--- config.mk ---
export PLATFORM = sky130hd
export DESIGN_NAME = axi_tagctrl_way_sched
export DESIGN_NICKNAME = d
export VERILOG_FILES = /design/src/rtl/axi_tagctrl_way_sched_pkg.sv /design/src/rtl/axi_tagctrl_way_sched_arb.sv /design/src/rtl/axi_tagctrl_way_sched.sv
export SDC_FILE = /design/constraint.sdc
export NUM_CORES = 1
export LEC_CHECK = 0
export BUFFER_PORTS_ARGS = -buffer_cell sky130_fd_sc_hd__clkbuf_2
export CAP_MARGIN = 30
export CORE_ASPECT_RATIO = 1.25
export CORE_MARGIN = 1.5
export CORE_UTILIZATION = 45
export CTS_CLUSTER_DIAMETER = 50
export DETAILED_ROUTE_END_ITERATION = 6
export SLEW_MARGIN = 15
export SYNTH_ARGS = -nofsm -noshare
export SYNTH_HDL_FRONTEND = slang
export SYNTH_HIERARCHICAL = 1
export SYNTH_SLANG_ARGS = --single-unit
--- constraint.sdc ---
create_clock -name clk_i -period 9.4 [get_ports clk_i]
set_clock_uncertainty 0.05 [all_clocks]
set_input_delay 1.41 -clock clk_i [delete_from_list [all_inputs] [get_ports clk_i]]
set_output_delay 1.41 -clock clk_i [all_outputs]
set_load 0.01 [all_outputs]
--- src/rtl/axi_tagctrl_way_sched_pkg.sv ---
// Shared types for the tag-controller way scheduler: unit indices, the fixed
// unit priority order and the per-way lock state.
package axi_tagctrl_way_sched_pkg;

  localparam int unsigned NumUnits = 4;

  typedef logic [1:0] unit_idx_t;

  typedef enum unit_idx_t {
    EvictUnit = 2'd0,
    RefilUnit = 2'd1,
    WChanUnit = 2'd2,
    RChanUnit = 2'd3
  } unit_e;

  // Entry 0 is the highest priority: Refill > Evict > WChan > RChan.
  localparam unit_idx_t [NumUnits-1:0] UnitPrio = {RChanUnit, WChanUnit, EvictUnit, RefilUnit};

  typedef enum logic {
    LockIdle = 1'b0,
    LockHeld = 1'b1
  } lock_state_e;

  function automatic logic [NumUnits-1:0] unit_onehot(input unit_idx_t u);
    return NumUnits'(1) << u;
  endfunction

endpackage

--- src/rtl/axi_tagctrl_way_sched_arb.sv ---
// Per-way 4:1 arbiter: aging counters with urgent escape, fixed-priority
// select and a lock register that holds a stalled grant until it handshakes.
module axi_tagctrl_way_sched_arb
  import axi_tagctrl_way_sched_pkg::*;
#(
  parameter int unsigned MaxWait  = 15,
  parameter int unsigned CntWidth = 4
) (
  input  logic                clk_i,
  input  logic                rst_i,
  input  logic [NumUnits-1:0] pres_i,
  input  logic [NumUnits-1:0] elig_i,
  input  logic                way_ready_i,
  output logic                valid_o,
  output unit_idx_t           unit_o,
  output logic [NumUnits-1:0] grant_o,
  output logic [NumUnits-1:0] urgent_o,
  output lock_state_e         state_o
);

  localparam logic [CntWidth-1:0] AgeMax = CntWidth'(MaxWait);

  logic [NumUnits-1:0][CntWidth-1:0] age_q, age_d;
  logic [NumUnits-1:0]               hs;
  lock_state_e                       lock_q, lock_d;
  unit_idx_t                         lock_unit_q, lock_unit_d;
  unit_idx_t                         sel;
  logic                              sel_found;
  logic                              lock_hit;

  always_comb begin
    urgent_o = '0;
    for (int u = 0; u < NumUnits; u++) begin
      urgent_o[u] = elig_i[u] && (age_q[u] == AgeMax);
    end
  end

  // Urgent requesters form their own priority class above everyone else.
  always_comb begin
    sel       = '0;
    sel_found = 1'b0;
    for (int p = 0; p < NumUnits; p++) begin
      if (!sel_found && urgent_o[UnitPrio[p]]) begin
        sel       = UnitPrio[p];
        sel_found = 1'b1;
      end
    end
    for (int p = 0; p < NumUnits; p++) begin
      if (!sel_found && elig_i[UnitPrio[p]]) begin
        sel       = UnitPrio[p];
        sel_found = 1'b1;
      end
    end
  end

  always_comb begin
    lock_hit    = (lock_q == LockHeld) && pres_i[lock_unit_q];
    valid_o     = 1'b0;
    unit_o      = '0;
    lock_d      = LockIdle;
    lock_unit_d = lock_unit_q;
    if (lock_hit) begin
      valid_o = 1'b1;
      unit_o  = lock_unit_q;
    end else if (sel_found) begin
      valid_o = 1'b1;
      unit_o  = sel;
    end
    grant_o = valid_o ? unit_onehot(unit_o) : '0;
    hs      = way_ready_i ? grant_o : '0;
    if (valid_o && !way_ready_i) begin
      lock_d      = LockHeld;
      lock_unit_d = unit_o;
    end
  end

  always_comb begin
    for (int u = 0; u < NumUnits; u++) begin
      if (!elig_i[u] || hs[u]) begin
        age_d[u] = '0;
      end else if (age_q[u] == AgeMax) begin
        age_d[u] = AgeMax;
      end else begin
        age_d[u] = age_q[u] + CntWidth'(1);
      end
    end
  end

  always_ff @(posedge clk_i or posedge rst_i) begin
    if (rst_i) begin
      age_q       <= '0;
      lock_q      <= LockIdle;
      lock_unit_q <= '0;
    end else begin
      age_q       <= age_d;
      lock_q      <= lock_d;
      lock_unit_q <= lock_unit_d;
    end
  end

  assign state_o = lock_q;

  a_lock_kept: assert property (@(posedge clk_i) disable iff (rst_i)
    (lock_q == LockHeld) |-> pres_i[lock_unit_q])
    else $error("locked request withdrawn before handshake");

endmodule

--- src/rtl/axi_tagctrl_way_sched.sv ---
// Way request scheduler: per-way arbiters, read credit counters, ready fan-in.
// Optional per-unit grant/stall counters under AXI_TAGCTRL_WAY_SCHED_PERF_EN.
//
// Handshake: a unit's request to way w completes in a cycle where req_valid_i
// and req_ready_o are both high; once raised, req_valid_i holds until then.
module axi_tagctrl_way_sched
  import axi_tagctrl_way_sched_pkg::*;
#(
  parameter int unsigned NumWays        = 8,
  parameter int unsigned MaxWait        = 15,
  parameter int unsigned MaxOutstanding = 9,
  parameter int unsigned CntWidth       = 4
) (
  input  logic                               clk_i,
  input  logic                               rst_i,
  input  logic [NumUnits-1:0]                req_valid_i,
  input  logic [NumUnits-1:0][NumWays-1:0]   req_way_ind_i,
  output logic [NumUnits-1:0]                req_ready_o,
  output logic [NumWays-1:0]                 way_valid_o,
  output unit_idx_t [NumWays-1:0]            way_unit_o,
  input  logic [NumWays-1:0]                 way_ready_i,
  input  logic [1:0]                         rsp_done_i,
  output logic [1:0]                         credit_full_o,
  output logic [NumUnits-1:0]                urgent_o,
  output logic [NumWays-1:0]                 dbg_lock_o
`ifdef AXI_TAGCTRL_WAY_SCHED_PERF_EN
  ,
  output logic [NumUnits-1:0][15:0]          perf_grant_o,
  output logic [NumUnits-1:0][15:0]          perf_stall_o
`endif
);

  localparam int unsigned CredW = $clog2(MaxOutstanding + 1);
  typedef logic [CredW-1:0] cred_t;
  localparam cred_t CredMax = CredW'(MaxOutstanding);

  cred_t [1:0]                       credit_q, credit_d;
  logic  [1:0]                       full_q, full_d;
  logic  [1:0]                       rd_hs;
  logic  [NumUnits-1:0]              blocked;
  logic  [NumWays-1:0][NumUnits-1:0] pres, elig, grant, way_urg;
  logic  [NumWays-1:0]               arb_valid;
  unit_idx_t [NumWays-1:0]           arb_unit;
  lock_state_e                       arb_state [NumWays];
  logic  [NumUnits-1:0]              ready, urg;

  always_comb begin
    blocked            = '0;
    blocked[EvictUnit] = (credit_q[0] == CredMax);
    blocked[RChanUnit] = (credit_q[1] == CredMax);
    for (int w = 0; w < NumWays; w++) begin
      for (int u = 0; u < NumUnits; u++) begin
        pres[w][u] = req_valid_i[u] & req_way_ind_i[u][w];
      end
      elig[w] = pres[w] & ~blocked;
    end
  end

  for (genvar w = 0; w < NumWays; w++) begin : g_way
    axi_tagctrl_way_sched_arb #(
      .MaxWait  (MaxWait),
      .CntWidth (CntWidth)
    ) u_arb (
      .clk_i       (clk_i),
      .rst_i       (rst_i),
      .pres_i      (pres[w]),
      .elig_i      (elig[w]),
      .way_ready_i (way_ready_i[w]),
      .valid_o     (arb_valid[w]),
      .unit_o      (arb_unit[w]),
      .grant_o     (grant[w]),
      .urgent_o    (way_urg[w]),
      .state_o     (arb_state[w])
    );
  end

  always_comb begin
    ready = '0;
    urg   = '0;
    for (int w = 0; w < NumWays; w++) begin
      ready = ready | (grant[w] & {NumUnits{way_ready_i[w]}});
      urg   = urg | way_urg[w];
      dbg_lock_o[w] = (arb_state[w] == LockHeld);
    end
  end

  // Combinational outputs are forced low while reset is asserted.
  assign way_valid_o = rst_i ? '0 : arb_valid;
  assign way_unit_o  = rst_i ? '0 : arb_unit;
  assign req_ready_o = rst_i ? '0 : ready;
  assign urgent_o    = rst_i ? '0 : urg;

  assign rd_hs = {ready[RChanUnit], ready[EvictUnit]};

  always_comb begin
    for (int r = 0; r < 2; r++) begin
      credit_d[r] = credit_q[r];
      if (rd_hs[r] && !(rsp_done_i[r] && credit_q[r] != '0)) begin
        credit_d[r] = credit_q[r] + CredW'(1);
      end else if (!rd_hs[r] && rsp_done_i[r] && credit_q[r] != '0) begin
        credit_d[r] = credit_q[r] - CredW'(1);
      end
      full_d[r] = (credit_d[r] == CredMax);
    end
  end

  always_ff @(posedge clk_i or posedge rst_i) begin
    if (rst_i) begin
      credit_q <= '0;
      full_q   <= '0;
    end else begin
      credit_q <= credit_d;
      full_q   <= full_d;
    end
  end

  assign credit_full_o = full_q;

`ifdef AXI_TAGCTRL_WAY_SCHED_PERF_EN
  logic [NumUnits-1:0][15:0] pg_q, pg_d, ps_q, ps_d;

  always_comb begin
    for (int u = 0; u < NumUnits; u++) begin
      pg_d[u] = pg_q[u] + 16'(ready[u]);
      ps_d[u] = ps_q[u] + 16'(req_valid_i[u] & ~ready[u]);
    end
  end

  always_ff @(posedge clk_i or posedge rst_i) begin
    if (rst_i) begin
      pg_q <= '0;
      ps_q <= '0;
    end else begin
      pg_q <= pg_d;
      ps_q <= ps_d;
    end
  end

  assign perf_grant_o = pg_q;
  assign perf_stall_o = ps_q;
`endif

  for (genvar u = 0; u < NumUnits; u++) begin : g_unit_chk
    a_way_onehot: assert property (@(posedge clk_i) disable iff (rst_i)
      $onehot0(req_way_ind_i[u]))
      else $error("way_ind not one-hot");
    // A request with no target way can never be accepted, so it may be withdrawn.
    a_valid_stable: assert property (@(posedge clk_i) disable iff (rst_i)
      (req_valid_i[u] && (|req_way_ind_i[u]) && !req_ready_o[u]) |=> req_valid_i[u])
      else $error("request withdrawn before ready");
  end

  for (genvar r = 0; r < 2; r++) begin : g_cred_chk
    a_no_overflow: assert property (@(posedge clk_i) disable iff (rst_i)
      rd_hs[r] |-> (credit_q[r] != CredMax))
      else $error("read credit overflow");
    a_no_underflow: assert property (@(posedge clk_i) disable iff (rst_i)
      rsp_done_i[r] |-> (credit_q[r] != '0))
      else $error("response with no read outstanding");
  end

endmodule

After elaboration in Yosys (flattened, before gate mapping)

Index checks and enable logic that the tools add are counted.

$add $sub $neg: 36
$lt $le $gt $ge: 8
Equal/unequal tests: 36
Shift-type cells: 8
Mux-type cells: 272
Bitwise logic cells: 63
Reduce and logical (&&, ||, !) cells: 246

Operators by type and width:

| kind                                                        | number |
|---|---|
| two-way mux 4 bit                                           | 86 |
| equality test 4 bit (second input constant)                 | 36 |
| adder 4 x 1 -> 4 bit (second input constant)                | 34 |
| two-way mux 2 bit                                           | 64 |
| logical AND 1 bit                                           | 112 |
| two-way mux 1 bit                                           | 112 |
| zero test 1 bit                                             | 100 |
| bitwise AND 4 bit                                           | 16 |
| bitwise OR 4 bit                                            | 14 |
| bitwise AND 1 bit                                           | 32 |
| logical OR 1 bit                                            | 32 |
| << shifter 1 x 2 -> 4 bit (first input constant)            | 8 |
| less-than comparator 2 x 3 -> 1 bit (second input constant) | 8 |
| binary-select mux 1 bit (select 2 bit)                      | 8 |
| two-way mux 16 bit                                          | 1 |
| two-way mux 8 bit                                           | 1 |
| nonzero test 4 bit                                          | 2 |
| subtractor 4 x 1 -> 4 bit (second input constant)           | 2 |
| inverter 4 bit                                              | 1 |

Flip-flop bits (word level): 162
Input bits: 48
Output and inout port bits: 42

Logic depth before layout (Yosys ltp)

Gate-level depths: netlist (run 1).

Depth after elaboration: 44
Depth in mapped cells: 18
Depth with buffers taken out: 15

By module

The synthesis (run 1) kept the hierarchy.

Modules (own cells, without submodules):

| module                                         | instances | cells each | area an instance (µm²) | sequential area each (µm²) |
|---|---|---|---|---|
| axi_tagctrl_way_sched_arb (g_way[1].u_arb ...) | 6         | 122        | 1242.4                 | 475.5 |
| axi_tagctrl_way_sched                          | 1         | 176        | 1463.9                 | 250.2 |
| axi_tagctrl_way_sched_arb (g_way[7].u_arb)     | 1         | 124        | 1196.1                 | 475.5 |
| axi_tagctrl_way_sched_arb (g_way[0].u_arb)     | 1         | 117        | 1122.3                 | 475.5 |

Worst setup path before layout (run 1)

OpenSTA, ideal clock, no wires.

Kind: input to output
Start point: input req_way_ind_i[24] in the netlist's numbering
End point: output req_ready_o[0]
Arrival: 3635 ps
Setup slack: 4305 ps
Stages: 12
Cells stage by stage: and2_1 > nor2b_1 > and4_1 > a2111oi_1 > or4_4 > and2_1 > buf_6 > inv_2 > nor2_1 > a22oi_2 > nand4_4 > and2_1

RTL lines:

| what               | RTL line                    | RTL |
|---|---|---|
| start: declaration | axi_tagctrl_way_sched.sv:17 | `input logic [NumUnits-1:0][NumWays-1:0] req_way_ind_i,` |
| end: declaration   | axi_tagctrl_way_sched.sv:18 | `output logic [NumUnits-1:0] req_ready_o,` |

==> results of run 1 <==
==> power by group <==
part,leakage (uW),switching [uW],total [uW],internal (uW)
clock network,0.000282,297,691,394
logic,0.00351,372,625,253
registers,0.00218,82.7,851,769
total,0.00597,752,2170,1420
==> cells by family (layout without fill, tap and decap cells) <==
family,count (synthesis),in the layout,share of synthesized area (%)
xor+xnor,8,8,0.623
fa+ha+maj,40,40,4.43
mux,49,49,4.62
flops,162,162,36.1
compound gates,251,251,20.3
buf+inv,100,201,4.09
simple gates,539,539,29.9
==> area by class of cell <==
cell class / count / area, sq um / area share, %
Clock buffer: 21 / 480 / 3.83
Clock inverter: 11 / 103 / 0.818
Inverter: 79 / 312 / 2.48
Multi-Input combinational cell: 887 / 6720 / 53.6
Sequential cell: 162 / 4050 / 32.3
Tap cell: 330 / 413 / 3.29
Timing Repair Buffer: 90 / 453 / 3.61
==> layer usage <==
| metal | vias to the layer above | GRT usage, % | share of wire, % |
|---|---|---|---|
| met5 | - | 0 | 0 |
| met4 | 0 | 10.5 | 4.1 |
| met3 | 70 | 4.05 | 3.6 |
| met2 | 219 | 42.6 | 51 |
| met1 | 4659 | 29.8 | 42 |
| li1 | 4450 | - | - |
==> state kept, by name, indices dropped and copies added, names as in the netlist <==
name,cells
g_way.u_arb/age_q,128
g_way.u_arb/lock_unit_q,16
credit_q,8
g_way.u_arb/state_o,8
credit_full_o,2
==> per-stage QoR <==
step                      area, sq um  std cells
after CTS                       12500       1580
after global routing            12500       1580
after detailed placement        12000       1548
after global placement          12000       1548
final                           12500       1580
after floorplan                 11200       1149
==> how the worst max path moves through the flow <==
stage / start / depth (start not counted) / end
finish: req_valid_i[3] / 13 / req_ready_o[0]
detailed placement: req_valid_i[3] / 12 / req_ready_o[3]
floorplan: req_way_ind_i[24] / 12 / req_ready_o[0]
global placement: req_valid_i[3] / 12 / req_ready_o[3]
global route: req_valid_i[3] / 12 / req_ready_o[3]
CTS: req_valid_i[3] / 12 / req_ready_o[3]
==> worst max-delay path, stage by stage <==
cell       delay [ps]
clkbuf_2          300
and2_1            200
nor2b_1           430
and4_1            330
a2111oi_1          70
or4_4             530
and2_1            240
inv_2             100
nor2_1             50
a22oi_2           210
nand4_4           190
and2_1            230
clkbuf_2          130
==> cell usage in the layout (no fill, tap or decap), drive strengths merged, types with 38 or more instances in the layout <==
master | Yosys | final
inv | 79 | 81
dfrtp | 162 | 162
nand2 | 71 | 71
clkbuf | 5 | 110
nor2b | 41 | 41
ha | 38 | 38
nand3 | 40 | 40
nor2 | 103 | 103
and2 | 57 | 57
nand3b | 43 | 43
==> results.md, run 1 <==
- Hold crit path type: reg -> reg
- # IOs: 90
- Hold buffers post-CTS: 0
- Hold EP: g_way[5].u_arb/age_q[0]
- Worst-margin pin slew: ~800 ps
- Hold path startpoint: g_way[5].u_arb/age_q[0]
- Post-Route WL: just over 30 mm
- Iter 0 DRT Violations: 567
- Via count: 9398
- Max VDD drop: between 0.1 and 0.15 mV
- Post-synth top area cell: dfrtp_1
- Capturing point of the worst reg2reg path: credit_full_o[1]
- Post-route ant nets: 0
- Power Density: around 170 nW/um^2
- Critical path fanouts, max: 8
- Tcrit/Tclk final: 62.7%
- Number of port buffers: 89
- Endpoints failing setup: 0
- Via/cell ratio: between 5 and 6
- Final hold viol count: 0
- Net Count, Synth: between 1k and 1.5k
- CTS buffer count: 17
- Root buffer cell: clkbuf_16
- Pre-antenna DRT Iters: 5
- Main synth FF type: dfrtp_1
- Clock sinks: ~160
- Total GRT Usage: approximately a quarter
- Core Area: 24500 sq um
- Die width: 144 microns
- Tmin final: 5900 ps
- Nets: 1323
- WL/cell: 19.4 microns
- Post-CTS Setup Bufs: 0
- Clock Path Buffers: 2
- Minimum hold slack: 436 ps
- Area contributors post-synth: dfrtp_1, ha_1, nor2_1
- Pins over their slew limit: 0
- Unique masters post-synth: 78
- Antenna violations before repair: 0
- R2r setup slk: about 5000 ps
- Run status: complete, no violations
- CP Launch Type: primary input
- Setup TNS: 0 ps
- Hpwl dp: 23.3 mm
- Reg2reg start: credit_q[1]
- Synth-to-Final Area Change: 11.6%
- Overall power: 2170 uW
- # resized after CTS: 0
- Worst Reg2Reg Path Length in Cells: 14
- Clock H-tree levels: 4
- Starting density of the core: 45.9%
- Number of synthesized flops with an enable pin: 0
- Count leader, synth: dfrtp_1
- Top cell type's share of synthesized area: 36.1%
- Sequential share of the synthesized area: 36.1%
- Max-Cap Viols: 0
- Layout Utilization: between 50% and 60%
- Gpl congestion: between 0.9 and 1
- Pleak: roughly 0.0060 uW
- Pre-CTS setup slack: 3510 ps
- Required @ worst endpoint: just under 8000 ps
- Synth warn: 6
- Die area: 25900 sq um
- Hold depth: 1
- Clock Latency Late Sink: 440 ps
- Synth async-reset ratio: 100%
- Worst Setup End Kind: output pin
- CTS tree: yes
- Unrepaired setup endpoints after global routing: false
- # diodes: 0
- Max Clock Freq: 0.170 GHz
- Arr. time, crit path: 4440 ps
- Syn avg cell area: 9.78 sq um
- Relative slew slack: 46.4%
- DRC viols: 0
- Mapped Cells: 1149
- Mapped Area: 11200 sq um
- Worst setup path category: in -> out
- Row count: 64
- Largest net degree at the start of global routing: 41
- First-pass GRT wire length: around 50 mm
- Layout cells sized above 1: a little under a quarter
- GRT overflow: 0
- Commonest cells post-synth: dfrtp_1, nor2_1, inv_1, nand2_1, and2_1
- PnR worst setup slack: 3500 ps
- CTS clock-pin slew for the worst setup and hold paths: roughly 60 ps
- #FFs+latches synth: 162
- Fillers: 2322
- Die height: 180 microns
- Number of global-route vias before repair: 9329
Note: power is estimated with default switching activity, not from simulation.
==> inputs of run 2 (changes only) <==
- PLACE_DENSITY: unset -> 0.65
- clock period: 9.4 -> 5 ns (I/O delays scaled with it)
==> results.md, run 2 (same netlist as run 1, synthesis figures left out) <==
- Arr. time, crit path: 3940 ps (-500 ps)
- Switching power: 1400 uW (+86%)
- Antenna violations before repair: 1 (+1)
- # resized after CTS: 0 (unchanged)
- Worst-margin pin slew: 862 ps (+65.8 ps)
- Internal power: 2740 uW (+93%)
- Top reg by flops: g_way.u_arb/age_q
- Gpl congestion: 0.900 (-3.0%)
- Most frequent cells in the layout: dfrtp_1, nor2_1, clkbuf_2, inv_1, nand2_1
- Clock sinks: 162 (unchanged)
- Hold crit path type: reg -> reg
- Max Clock Freq: 0.211 GHz
- Pins over their slew limit: 0 (unchanged)
- Setup TNS: 0 ps (unchanged)
- WL/cell: 18.4 microns (-5.3%)
- Post-CTS Setup Bufs: 0 (unchanged)
- Die width: 144 microns (unchanged)
- Pleak: 0.00602 uW (+0.85%)
- R2r setup slk: 930 ps (-4110 ps)
- Total GRT Usage: 23.3% (-1.2 points)
- Capturing point of the worst reg2reg path: credit_full_o[1]
- Post-Route WL: 29.2 mm (-4.8%)
- Nets: 1331 (+0.60%)
- Via count: 9297 (-1.1%)
- CTS tree: yes
- Max VDD drop: 0.213 mV (+73%)
- Root buffer cell: clkbuf_16
- CP Launch Type: flop
- Tcrit/Tclk final: between 90% and 100%
- Final hold viol count: 0 (unchanged)
- Relative slew slack: 42.5% (-3.9 points)
- Layout cells sized above 1: 23.6% (+0.73 points)
- GRT overflow: 0 (unchanged)
- Seq pwr share: 38.7% (-0.6 points)
- Iter 0 DRT Violations: 418 (-26%)
- Top Registers: g_way.u_arb/age_q (128), g_way.u_arb/lock_unit_q (16)
- Combinational power share: 28.6% (-0.2 points)
- # IOs: 90 (unchanged)
- Die area: 25900 sq um (unchanged)
- Reg2reg start: credit_q[1]
- DRC viols: 0 (unchanged)
- Via/cell ratio: 5.85 (-1.6%)
- Clock power share: 32.7% (+0.8 points)
- Run status: complete, no violations
- Hpwl dp: 22.2 mm (-4.3%)
- Hold EP: g_way[6].u_arb/age_q[0]
- Commonest non-fill, non-tap cell in the layout: dfrtp_1
- # diodes: 0 (unchanged)
- Clock Path Buffers: 2 (unchanged)
- Pre-CTS setup slack: 480 ps (-3030 ps)
- Fillers: 2325 (+0.13%)
- Unrepaired setup endpoints after global routing: false
- Hold buffers post-CTS: 0 (unchanged)
- Tmin final: 4740 ps
- Endpoints failing setup: 0 (unchanged)
- Switch share: 33.9% (-0.84 points)
- Clock Latency Late Sink: 430 ps (about the same)
- CTS clock-pin slew for the worst setup and hold paths: 70 ps (about the same)
- CTS buffer count: 17 (unchanged)
- Hold depth: 1 (unchanged)
- Critical path fanouts, max: 8 (unchanged)
- Die height: 180 microns (unchanged)
- Post-route ant nets: 0 (unchanged)
- Worst Setup End Kind: output pin
- Max FFs per register: 128 (unchanged)
- Required @ worst endpoint: 4200 ps (-3740 ps)
- Worst Reg2Reg Path Length in Cells: 14 (unchanged)
- First-pass GRT wire length: 47.2 mm (-4.4%)
- Worst setup path category: reg -> out
- Largest net degree at the start of global routing: 30 (-27%)
- Number of port buffers: 89 (unchanged)
- Hold path startpoint: g_way[6].u_arb/age_q[0]
- Synth-to-Final Area Change: 12.4%
- Row count: 64 (unchanged)
- Power Density: 328 nW/um^2 (+89%)
- Starting density of the core: 45.9% (unchanged)
- PnR worst setup slack: 258 ps (-3250 ps)
- Core Area: 24500 sq um (unchanged)
- Max-Cap Viols: 0 (unchanged)
- Clock H-tree levels: 4 (unchanged)
- Pre-antenna DRT Iters: 4 (-1)
- Number of global-route vias before repair: 9288 (-0.44%)
==> run 2: changes by cell type in the layout (fill, tap and decap cells not counted), sizes merged <==
cell | previous run | this run
clkinvlp | 3 | 2
clkbuf | 110 | 109
buf | 1 | 9
bufinv | 1 | 3
==> run 2: worst max-delay path by stage <==
stage / startpoint / endpoint / depth (start not counted)
4_1_cts: credit_q[1] / req_ready_o[3] / 13
3_3_place_gp: credit_q[1] / req_ready_o[3] / 13
6_report: credit_q[1] / req_ready_o[3] / 13
5_1_grt: credit_q[1] / req_ready_o[3] / 13
3_5_place_dp: credit_q[1] / req_ready_o[3] / 13
2_1_floorplan: credit_q[5] / req_ready_o[0] / 15
==> run 2: routing by layer <==
metal,wire [microns],GRT usage [%],up-vias
li1,-,-,4468
met2,14500,39.6,208
met1,12400,28.2,4561
met3,1040,3.76,60
met5,0,0,-
met4,1310,12.0,0
==> run 2: cell type report <==
class | count | area, sq um | area share [%]
Tap cell | 330 | 413 | 3.27
Clock inverter | 12 | 155 | 1.23
Multi-Input combinational cell | 887 | 6730 | 53.3
Inverter | 79 | 312 | 2.47
Timing Repair Buffer | 98 | 513 | 4.06
Sequential cell | 162 | 4050 | 32.1
Clock buffer | 20 | 447 | 3.54
==> run 2: worst max-delay path, cell delays in order, from the launching register on <==
cell and delay [ps]:
dfrtp_1 430, inv_1 120, ha_1 140, and3b_2 400
nor2b_1 200, and4_4 260, nor4_1 420, o211ai_1 180
and2_1 290, and2_1 200, a22oi_1 210, and4_1 350
nor2_1 110, clkbuf_2 180
==> run 2: power by group through the flow <==
stage,registers (uW),clock network (uW),logic (uW)
floorplan,1590,0,892
global placement,1620,0,1160
detailed placement,1620,0,1180
CTS,1600,1380,1180
global route,1620,1440,1300
finish,1600,1350,1180
==> run 2: stage by stage <==
stage	total power (uW)	hold WS, ps	utilization, %	instance area [sq um]	std cells
2_1_floorplan	2480	400	-	11200	1149
3_3_place_gp	2780	420	49.0	12000	1556
3_5_place_dp	2800	429	49.0	12000	1556
4_1_cts	4160	437	51.5	12600	1588
5_1_grt	4370	468	51.5	12600	1588
6_report	4140	433	51.5	12600	1588
==> inputs of run 3 (changes only) <==
- ABC_AREA: unset -> 1
==> results.md, run 3 <==
- Run status: complete, no violations
- Via count: 10.3k (+11%)
- # IOs: 90 (unchanged)
- Sequential share of the synthesized area: 35.1% (-0.94 points)
- Number of synthesized flops with an enable pin: 0 (unchanged)
- Routed metal-1 wirelength: 12.8 mm (+3.5%)
- Layout cells sized above 1: 18.7% (-4.9 points)
- GRT overflow: 0 (unchanged)
- Post-synth top area cell: dfrtp_1
- DR top layer: met4
- Placed Area: 12400 sq um (+3.2%)
- Max Clock Freq: 0.233 GHz (+10%)
- #FFs+latches synth: 162 (unchanged)
- Clock H-tree levels: 4 (unchanged)
- DRC viols: 0 (unchanged)
- Placed insts: 2112 (+36%)
- Commonest non-fill, non-tap cell in the layout: nand2_1
- Tcrit/Tclk final: 85.8% (-9.0 points)
- Hpwl dp: 23.5 mm (+5.8%)
- Net Count, Synth: 1781 (+44%)
- CTS clock-pin slew for the worst setup and hold paths: 70 ps (about the same)
- CTS tree: yes
- Worst Setup End Kind: output pin
- Top reg by flops: g_way.u_arb/age_q
- Critical Path Most Common Cell: inv_1
- Synth warn: 6 (unchanged)
- Required @ worst endpoint: 4200 ps (about the same)
- Number of global-route vias before repair: 9856 (+6.1%)
- Endpoints failing setup: 0 (unchanged)
- Root buffer cell: clkbuf_16
- Commonest cells post-synth: nand2_1, inv_1, nor2_1, dfrtp_1, o21ai_0
- Hold crit path type: in -> async
- # resized after CTS: 0 (unchanged)
- Synth async-reset ratio: 100% (unchanged)
- Number of port buffers: 89 (unchanged)
- Cell family with most CP delay: simple AND/OR/NAND/NOR gates
- Crit path depth: 18 (+5)
- Routed wl met3: 1.82 mm (+75%)
- Mapped Cells: 1695 (+48%)
- Worst setup path category: reg -> out
- Pleak: 0.00730 uW (+21%)
- Clock Path Buffers: 2 (unchanged)
- Final hold viol count: 0 (unchanged)
- Die height: 182 microns (+1.3%)
- Count leader, synth: nand2_1
- Clock sinks: 162 (unchanged)
- Unique masters post-synth: 34 (-56%)
- Row count: 65 (+1.6%)
- Area contributors post-synth: dfrtp_1, nand2_1, inv_1
- Post-Route WL: 29.5 mm (+0.96%)
- Clock Latency Late Sink: 450 ps (+20 ps)
- Reg2reg start: credit_q[5]
- Post-route ant nets: 0 (unchanged)
- Nets: 1882 (+41%)
- Largest net degree at the start of global routing: 33 (+10%)
- Via/cell ratio: 4.81 (-18%)
- Worst-path cell chain: inv_1, ha_1, nand2_1, nor2_1, buf_6, nor2_1, inv_1, nor2_4, nand3_1, nand2_1, inv_1, nand3_2, nand2_4, inv_1, nor2_1, a221oi_1, a21oi_1, clkbuf_2
- Worst Reg2Reg Path Length in Cells: 23 (+9)
- Tmin final: 4290 ps (-450 ps)
- Relative slew slack: 49.1% (+6.6 points)
- Setup TNS: 0 ps (unchanged)
- Max-Cap Viols: 0 (unchanged)
- Final non-filler cell total: 2144 (+35%)
- R2r setup slk: 1500 ps (+570 ps)
- Most frequent cells in the layout: nand2_1, inv_1, nor2_1, dfrtp_1, clkbuf_2
- Post-CTS Setup Bufs: 0 (unchanged)
- Power Density: 350 nW/um^2 (+6.7%)
- Fin area: 13100 sq um (+3.5%)
- Hold buffers post-CTS: 0 (unchanged)
- Mapped Area: 11500 sq um (+2.7%)
- WL/cell: 13.8 microns (-25%)
- Unrepaired setup endpoints after global routing: false
- Iter 0 DRT Violations: 665 (+59%)
- Syn avg cell area: 6.81 sq um (-30%)
- Main synth FF type: dfrtp_1
- Core Area: 25200 sq um (+2.9%)
- Max VDD drop: 0.293 mV (+37%)
- Overall power: 4570 uW (+11%)
- Pre-antenna DRT Iters: 5 (+1)
- Die width: 146 microns (+1.3%)
- CTS buffer count: 17 (unchanged)
- Capturing point of the worst reg2reg path: credit_full_o[0]
- Arr. time, crit path: 3490 ps (-450 ps)
- Slowest Stage Delay on Critical Path: 420 ps (about the same)
- Total GRT Usage: 23.3% (-0.079 points)
- CP Capture Point: req_ready_o[2]
- CP Launch Type: flop
- Antenna violations before repair: 0 (-1)
- Worst-margin pin slew: 762 ps (-100 ps)
- Gpl congestion: 0.899 (about the same)
- Die area: 26600 sq um (+2.6%)
- Critical path launch point: credit_q[5]
- Slowest CP cell: nor2_1
- Bufs and invs on worst path: 6 (+4)
- Synth-to-Final Area Change: 13.3%
- Critical path fanouts, max: 7 (-1)
- Max FFs per register: 128 (unchanged)
- Starting density of the core: 45.8% (-0.097 points)
- Pins over their slew limit: 0 (unchanged)
- Top cell type's share of synthesized area: 35.1% (-0.94 points)
- First-pass GRT wire length: 48.5 mm (+2.7%)
- Top Registers: g_way.u_arb/age_q (128), g_way.u_arb/lock_unit_q (16)
- DR WL met2: 14.0 mm (-3.7%)
## run 3: worst min path at each step
stage,from,end,slack (ps),cells past startpoint
after floorplan,g_way[0].u_arb/lock_unit_q[1],g_way[0].u_arb/lock_unit_q[1],420,2
after global placement,g_way[2].u_arb/lock_unit_q[1],g_way[2].u_arb/lock_unit_q[1],450,2
after detailed placement,g_way[2].u_arb/lock_unit_q[1],g_way[2].u_arb/lock_unit_q[1],460,2
after CTS,rst_i,credit_q[4],430,2
after global routing,rst_i,credit_q[7],480,2
final,rst_i,credit_full_o[1],440,2
## run 3: per-layer routing
metal  vias up  global-route usage [%]
met2       249                    39.7
li1       5340                       -
met5         -                       0
met1      4673                    28.4
met4         0                    9.74
met3        45                    5.03
## run 3: worst reg2reg max path: stages (launching register included)
cell and delay (ps):
dfrtp_1 390, inv_1 160, ha_1 180, nand2_1 50, nor2_1 420, buf_6 220, nor2_1 90, inv_1 90
nor2_2 60, nor2_1 130, nand2_2 70, nor2_1 150, nand3_2 150, nand2_1 100, nor2_1 50, nand2_1 60
nand2_1 60, nor2_2 240, nand3_1 220, nand2_1 100, nand2_1 60, a21oi_1 180, nand2_1 70, nor2_1 90
## run 3: cells by family after synthesis
family,share of synthesized area [%]
adders and majority gates,4.12
DFF,35.1
xor gates and xnor gates,0.662
AOI/OAI and AO/OA,5.67
and+or+nand+nor,41.2
buffers and inverters,13.2
## run 3: through the flow
step | setup WS (ps) | hold WS (ps) | util [%]
after floorplan | 1690 | 425 | -
after global placement | 739 | 454 | 49.1
after detailed placement | 1010 | 464 | 49.2
after CTS | 698 | 430 | 51.8
after global routing | 376 | 479 | 51.8
final | 708 | 436 | 51.9
## run 3: layout make-up
cell class                 instances  area, sq um
fill                            2551        12100
multi-input combinational       1129         5960
sequential                       162         4050
inverter                         394         1480
timing repair buffer              92          484
clock buffer                      19          443
tap                              335          419
clock inverter                    12          229
antenna                            1         2.50
## run 3: report_power, final
group	switching (uW)	internal [uW]
Combinational	990	495
Clock	553	950
Sequential	137	1440
Total	1680	2890
